`config.mk`:
```
export PLATFORM = sky130hd
export DESIGN_NAME = mem_access
export DESIGN_NICKNAME = d
export VERILOG_FILES = /design/src/rtl/rv32i_types.sv /design/src/rtl/mem_align.sv /design/src/rtl/mem_access.sv
export SDC_FILE = /design/constraint.sdc
export NUM_CORES = 1
export LEC_CHECK = 0
export BUFFER_PORTS_ARGS = -buffer_cell sky130_fd_sc_hd__buf_2
export CAP_MARGIN = 10
export CORE_AREA = 4 4 230 232
export DETAILED_ROUTE_END_ITERATION = 7
export DIE_AREA = 0 0 234 236
export SYNTH_ARGS = -nofsm -noshare
export SYNTH_HDL_FRONTEND = slang
export SYNTH_SLANG_ARGS = --single-unit
```
`constraint.sdc`:
```
create_clock -name clk -period 4.6 [get_ports clk]
set_input_delay 0.69 -clock clk [delete_from_list [all_inputs] [get_ports clk]]
set_output_delay 0.69 -clock clk [all_outputs]
set_load 0.005 [all_outputs]
```
`src/rtl/rv32i_types.sv`:
```
// Shared RV32I types for the pipeline.
// Holds the machine word type, opcode and funct3 encodings, the control word
// carried down the pipeline, and the MEM-stage FSM state encoding.
package rv32i_types;

    typedef logic [31:0] rv32i_word;

    typedef enum logic [6:0] {
        op_lui   = 7'b0110111,
        op_auipc = 7'b0010111,
        op_jal   = 7'b1101111,
        op_jalr  = 7'b1100111,
        op_br    = 7'b1100011,
        op_load  = 7'b0000011,
        op_store = 7'b0100011,
        op_imm   = 7'b0010011,
        op_reg   = 7'b0110011,
        op_csr   = 7'b1110011
    } rv32i_opcode;

    typedef enum logic [2:0] {
        lb  = 3'b000,
        lh  = 3'b001,
        lw  = 3'b010,
        lbu = 3'b100,
        lhu = 3'b101
    } load_funct3_t;

    typedef enum logic [2:0] {
        sb = 3'b000,
        sh = 3'b001,
        sw = 3'b010
    } store_funct3_t;

    typedef struct packed {
        rv32i_opcode opcode;
        logic [2:0]  funct3;
        logic        load_regfile;
        logic [4:0]  rd;
    } rv32i_control_word;

    // MEM stage: IDLE issues, WAIT holds the request until data_resp,
    // HOLD parks a response that arrived while the pipeline was frozen.
    typedef enum logic [1:0] {
        MEM_IDLE = 2'b00,
        MEM_WAIT = 2'b01,
        MEM_HOLD = 2'b10
    } mem_state_t;

    // Access size lives in funct3[1:0] for both loads and stores.
    localparam logic [1:0] SIZE_BYTE = 2'b00;
    localparam logic [1:0] SIZE_HALF = 2'b01;

endpackage

```
`src/rtl/mem_align.sv`:
```
// Store/load lane alignment (combinational).
// Ports:
//   funct3 - access size in funct3[1:0] (byte / half / word)
//   off    - byte offset within the word (effective address [1:0])
//   rs2    - store source data
//   mbe    - byte mask; halfword at offset 3 is truncated to 4'b1000
//   wdata  - store data shifted into its byte lanes, other lanes zero
module mem_align
    import rv32i_types::*;
(
    input  logic [2:0] funct3,
    input  logic [1:0] off,
    input  rv32i_word  rs2,
    output logic [3:0] mbe,
    output rv32i_word  wdata
);

    always_comb begin
        mbe   = 4'b1111;
        wdata = rs2;
        case (funct3[1:0])
            SIZE_BYTE: begin
                mbe   = 4'b0001 << off;
                wdata = {24'b0, rs2[7:0]} << {off, 3'b000};
            end
            SIZE_HALF: begin
                mbe   = 4'b0011 << off;
                wdata = {16'b0, rs2[15:0]} << {off, 3'b000};
            end
            default: ;
        endcase
    end

endmodule

```
`src/rtl/mem_access.sv`:
```
// RV32I memory-access stage plus the MEM/WB pipeline register.
// Turns loads/stores into data-cache requests, stalls until data_resp,
// and parks a response that lands during an external freeze.
// Ports:
//   clk, rst (async, active low)
//   valid_i, pc_i, pc_plus4_i, instruction_i, ctrl_word_i, alu_i, rs2_i,
//   br_en_i                       - EX/MEM register contents
//   freeze                        - external global stall
//   data_read/write/addr/mbe/wdata, data_rdata, data_resp - cache port
//   stall_o                       - MEM cannot retire this cycle
//   wb_*                          - MEM/WB register
//   mem_state                     - current FSM state (debug)
// Cache handshake: a strobe, once raised for an instruction, stays high with
// stable address/mask/data until the single-cycle data_resp; the response
// completes exactly one transaction and the strobe drops afterwards.
module mem_access
    import rv32i_types::*;
(
    input  logic              clk,
    input  logic              rst,
    input  logic              valid_i,
    input  rv32i_word         pc_i,
    input  rv32i_word         pc_plus4_i,
    input  rv32i_word         instruction_i,
    input  rv32i_control_word ctrl_word_i,
    input  rv32i_word         alu_i,
    input  rv32i_word         rs2_i,
    input  rv32i_word         br_en_i,
    input  logic              freeze,
    output logic              data_read,
    output logic              data_write,
    output rv32i_word         data_addr,
    output logic [3:0]        data_mbe,
    output rv32i_word         data_wdata,
    input  rv32i_word         data_rdata,
    input  logic              data_resp,
    output logic              stall_o,
    output rv32i_word         wb_pc,
    output rv32i_word         wb_pc_plus4,
    output rv32i_word         wb_instruction,
    output rv32i_word         wb_alu,
    output rv32i_word         wb_br_en,
    output rv32i_word         wb_r_data,
    output rv32i_word         wb_w_data,
    output rv32i_word         wb_data_addr,
    output rv32i_control_word wb_ctrl_word,
    output logic [3:0]        wb_mbe,
    output mem_state_t        mem_state
);

    logic       is_load;
    logic       is_store;
    logic       mem_op;
    logic       req;
    logic       load_wb;
    logic [3:0] mbe;
    rv32i_word  wdata;
    rv32i_word  addr_aligned;
    rv32i_word  hold_buf;

    mem_align u_align (
        .funct3 (ctrl_word_i.funct3),
        .off    (alu_i[1:0]),
        .rs2    (rs2_i),
        .mbe    (mbe),
        .wdata  (wdata)
    );

    assign is_load      = valid_i && (ctrl_word_i.opcode == op_load);
    assign is_store     = valid_i && (ctrl_word_i.opcode == op_store);
    assign mem_op       = is_load || is_store;
    assign addr_aligned = {alu_i[31:2], 2'b00};

    // Gated by rst so the request vanishes the instant reset asserts,
    // even while EX/MEM still presents a memory instruction.
    always_comb begin
        req     = 1'b0;
        stall_o = 1'b0;
        if (rst) begin
            case (mem_state)
                MEM_IDLE: begin
                    req     = mem_op && !freeze;
                    stall_o = mem_op && !data_resp;
                end
                MEM_WAIT: begin
                    req     = mem_op;
                    stall_o = !data_resp;
                end
                default: ;
            endcase
        end
    end

    assign load_wb    = !stall_o && !freeze;
    assign data_read  = req && is_load;
    assign data_write = req && is_store;
    assign data_addr  = req ? addr_aligned : '0;
    assign data_mbe   = req ? mbe : 4'b0000;
    assign data_wdata = req ? wdata : '0;

    always_ff @(posedge clk or negedge rst) begin
        if (!rst) begin
            mem_state      <= MEM_IDLE;
            hold_buf       <= '0;
            wb_pc          <= '0;
            wb_pc_plus4    <= '0;
            wb_instruction <= '0;
            wb_alu         <= '0;
            wb_br_en       <= '0;
            wb_r_data      <= '0;
            wb_w_data      <= '0;
            wb_data_addr   <= '0;
            wb_ctrl_word   <= '0;
            wb_mbe         <= 4'b0000;
        end else begin
            case (mem_state)
                MEM_IDLE: begin
                    if (req && !data_resp) mem_state <= MEM_WAIT;
                end
                MEM_WAIT: begin
                    if (data_resp) begin
                        if (freeze) begin
                            hold_buf  <= data_rdata;
                            mem_state <= MEM_HOLD;
                        end else begin
                            mem_state <= MEM_IDLE;
                        end
                    end
                end
                MEM_HOLD: begin
                    if (!freeze) mem_state <= MEM_IDLE;
                end
                default: mem_state <= MEM_IDLE;
            endcase

            if (load_wb) begin
                if (!valid_i) begin
                    wb_pc          <= '0;
                    wb_pc_plus4    <= '0;
                    wb_instruction <= '0;
                    wb_alu         <= '0;
                    wb_br_en       <= '0;
                    wb_ctrl_word   <= '0;
                    wb_r_data      <= '0;
                    wb_w_data      <= '0;
                    wb_data_addr   <= '0;
                    wb_mbe         <= 4'b0000;
                end else begin
                    wb_pc          <= pc_i;
                    wb_pc_plus4    <= pc_plus4_i;
                    wb_instruction <= instruction_i;
                    wb_alu         <= alu_i;
                    wb_br_en       <= br_en_i;
                    wb_ctrl_word   <= ctrl_word_i;
                    if (mem_op) begin
                        wb_r_data    <= (mem_state == MEM_HOLD) ? hold_buf : data_rdata;
                        wb_w_data    <= wdata;
                        wb_data_addr <= addr_aligned;
                        wb_mbe       <= mbe;
                    end else begin
                        wb_r_data    <= '0;
                        wb_w_data    <= '0;
                        wb_data_addr <= '0;
                        wb_mbe       <= 4'b0000;
                    end
                end
            end
        end
    end

endmodule

```
==> impl_metrics.py <==
metrics = {
    "worst_setup_path": {
        "cp.arrival_ps": 2750,
        "regToRegSetupSlack_ps": 2230,
        "required_ps": 3910,
        "criticalPathCategory": "input port to primary output",
        "startpoint_type": "input port",
        "endpoint_kind": "primary output",
        "cp_max_fo": 27,
        "reg2reg_depth": 5,
        "reg2reg_from": "mem_state[1]$_DFFE_PN0P_",
        "reg2reg_to": "wb_w_data[2]$_DFFE_PN0P_",
    },
    "global_route": {
        "grt_pass1_vias": 11690,
        "grt_overflow_total": 0,
        "use_met3_pct": 4.638,
        "antenna_found_initial": 9,
        "top_usage_layer": "met2",
        "use_met1_pct": 20.43,
        "grt_pass1_wl_mm": 69.77,
        "met2_usage_pct": 25.43,
        "grt_util_all_layers_pct": 15.89,
        "grt_max_degree": 159,
    },
    "timing": {
        "setup_violations": 0,
        "rsz0062_at_grt": "false",
        "finalClockSkew_ps": 9.780,
        "post-route-period-util_pct": 74.82,
        "timing.setup.tns_ps": 0,
        "max_slew.worst_pin.slew_ps": 1012,
        "slew_violations": 0,
        "max_freq_mhz": 290.6,
        "slew_headroom_pct": 32.38,
        "hold_slack_ps": 338.4,
        "hold_violations": 0,
        "min_period_ps": 3442,
    },
    "die": {
        "dieArea_um2": 55220,
        "ios": 594,
        "initial_core_util_pct": 26.01,
        "die_y_um": 236,
        "die_w_um": 234,
        "row_count": 83,
        "core_um2": 50990,
    },
    "clock_tree": {
        "clkTransAtPathRegs_ps": 60,
        "root_buffer": "clkbuf_16",
        "numCtsBuffers": 36,
        "cts_tree": "yes",
        "clockBufferDepth": 3,
        "cts_setup_buffers": 0,
        "cts.htree.levels": 2,
        "holdBufCountCts": 0,
        "clk_latency_ps": 520,
        "clock_sinks": 308,
        "cts-resized-gates": 0,
    },
    "layout": {
        "nFillCells": 5191,
        "utilization_pct": 35.07,
        "drive_above_1_share_pct": 41.39,
        "final_cells": 2442,
        "final_nets": 1974,
        "area_delta_synth_final_pct": 34.84,
    },
    "detailed_routing": {
        "ant_nets": 0,
        "drt_iter0_drc": 647,
        "vias": 11610,
        "drcViolationCount": 0,
        "postRouteWirelength_mm": 46.53,
        "first_pass_iters": 7,
        "wire_per_inst_um": 19.05,
        "viasPerCell": 4.753,
    },
    "power": {
        "p_sw_share_pct": 25.43,
        "combinationalPowerShare_pct": 11.5,
        "peakVddDrop_uv": 202.1,
        "p_switching_mw": 1.639,
        "p_leak_nw": 9.353,
        "seqPwrFrac_pct": 45.0,
        "intPower_mw": 4.807,
        "powerDensity_nw_per_um2": 360.4,
        "pwr-share-clk_pct": 43.5,
    },
    "yosys": {
        "synth-edff-count": 0,
        "async_reset_ff_share_pct": 100.0,
        "ys_warn_count": 0,
        "yosysTopAreaCell": "dfrtp_1",
        "syn-mean-instance-area_um2": 11.05,
        "netlist_area_um2": 13260,
        "synth_cells": 1200,
        "seq_area_frac_synth_pct": 58.11,
        "yosys.cell_types.count": 38,
        "synth_seq_cells": 308,
        "synth_ff_type": "dfrtp_1",
        "synth_top_area_share_pct": 58.11,
        "synthTopCellsByArea": "dfrtp_1 (58%), nand2_1 (8.1%), a22o_1 (5.7%)",
    },
    "job": {
        "drv_cap": 0,
    },
    "worst_hold_path": {
        "min_path_type": "input port to asynchronous set/reset pin",
    },
    "place": {
        "place.gp.congestion": 0.8862,
        "dp_cells": 2371,
        "numPortBuffers": 589,
        "dp_hpwl_mm": 32.79,
    },
    "run_status": {
        "outcome": "finished, final reports clean",
    },
}
[placed cells by master, fill, tap and decap left out, types with 28 or more instances in the layout]
cell,n
a22o_1,86
and2_1,47
buf_2,587
clkbuf_16,37
dfrtp_1,308
mux2_2,32
mux2i_1,40
nand2_1,284
nor2_1,28
o22ai_1,112
o2bb2ai_1,51
[metal layers]
metal	vias to the layer above	share of wire, %
met3	93	8.5
met5	-	0.073
met1	5695	41
li1	5327	-
met4	6	3.5
met2	487	47
[cell type report]
class	instances	area [µm²]	share of cell area (%)
Sequential cell	308	7707	43.09
Antenna cell	8	20.02	0.1119
Clock buffer	53	1076	6.016
Timing Repair Buffer	606	3176	17.76
Clock inverter	10	85.08	0.4757
Inverter	2	7.507	0.04198
Tap cell	680	850.8	4.757
Multi-Input combinational cell	775	4962	27.75
[how the worst max path moves through the flow]
| stage | start | endpoint | cells past startpoint |
|---|---|---|---|
| 6_report | ctrl_word_i[11] | data_addr[14] | 6 |
| 5_1_grt | ctrl_word_i[11] | data_addr[14] | 6 |
| 4_1_cts | ctrl_word_i[11] | data_addr[14] | 6 |
| 3_5_place_dp | ctrl_word_i[11] | data_addr[14] | 6 |
| 3_3_place_gp | ctrl_word_i[11] | data_addr[31] | 6 |
| 2_1_floorplan | ctrl_word_i[11] | data_wdata[0] | 4 |
[power by group through the flow]
stage / combinational [mW] / clock, mW / sequential [mW]
global route: 0.818 / 3.02 / 2.92
global placement: 0.740 / 0 / 2.94
detailed placement: 0.749 / 0 / 2.95
floorplan: 0.328 / 0 / 2.96
CTS: 0.751 / 2.91 / 2.90
finish: 0.740 / 2.80 / 2.90
[cells in the mapped netlist, types with 5 or more instances]
master,number
buf_6,5
o21ai_0,9
o22ai_2,24
buf_4,22
buf_2,43
clkbuf_1,45
dfrtp_1,308
a22o_1,86
and2_1,47
o2bb2ai_1,51
a222oi_1,8
a21oi_1,9
nand2_1,285
mux2_2,32
o22ai_1,112
nor2b_1,14
a32o_1,8
mux2i_1,40
nor2_1,29
[registers in the layout (all words and copies together) (netlist names)]
name	flops
wb_pc_plus4	32
wb_pc	32
wb_w_data	32
wb_alu	32
wb_mbe	4
hold_buf	32
wb_r_data	32
wb_br_en	32
wb_instruction	32
wb_data_addr	30
wb_ctrl_word	16
mem_state	2
[worst max-delay path, stage by stage]
cell      delay (ps)
buf_2            110
nor3_2           540
o2111a_1         820
buf_4            330
and2_1           140
buf_2            100
[logic make-up (layout without fill, tap and decap cells)]
kind of cell | count (synthesis) | count (layout) | share of synthesized area [%]
AOI/OAI and AO/OA | 315 | 315 | 19.13
other | 1 | 12 | 0.02827
muxes | 72 | 72 | 5.735
and+or+nand+nor | 384 | 384 | 12.26
DFF | 308 | 308 | 58.11
buffers and inverters | 120 | 671 | 4.735
[per-stage QoR]
stage                     setup slack [ps]  total power [mW]  cell area [µm²]
after global placement                1268             3.685            16700
after CTS                             1169             6.560            17860
after floorplan                       2142             3.285            13280
after detailed placement              1175             3.700            16700
final                                 1158             6.446            17880
after global routing                  1018             6.759            17870
Power figures use the tool's default switching activity.
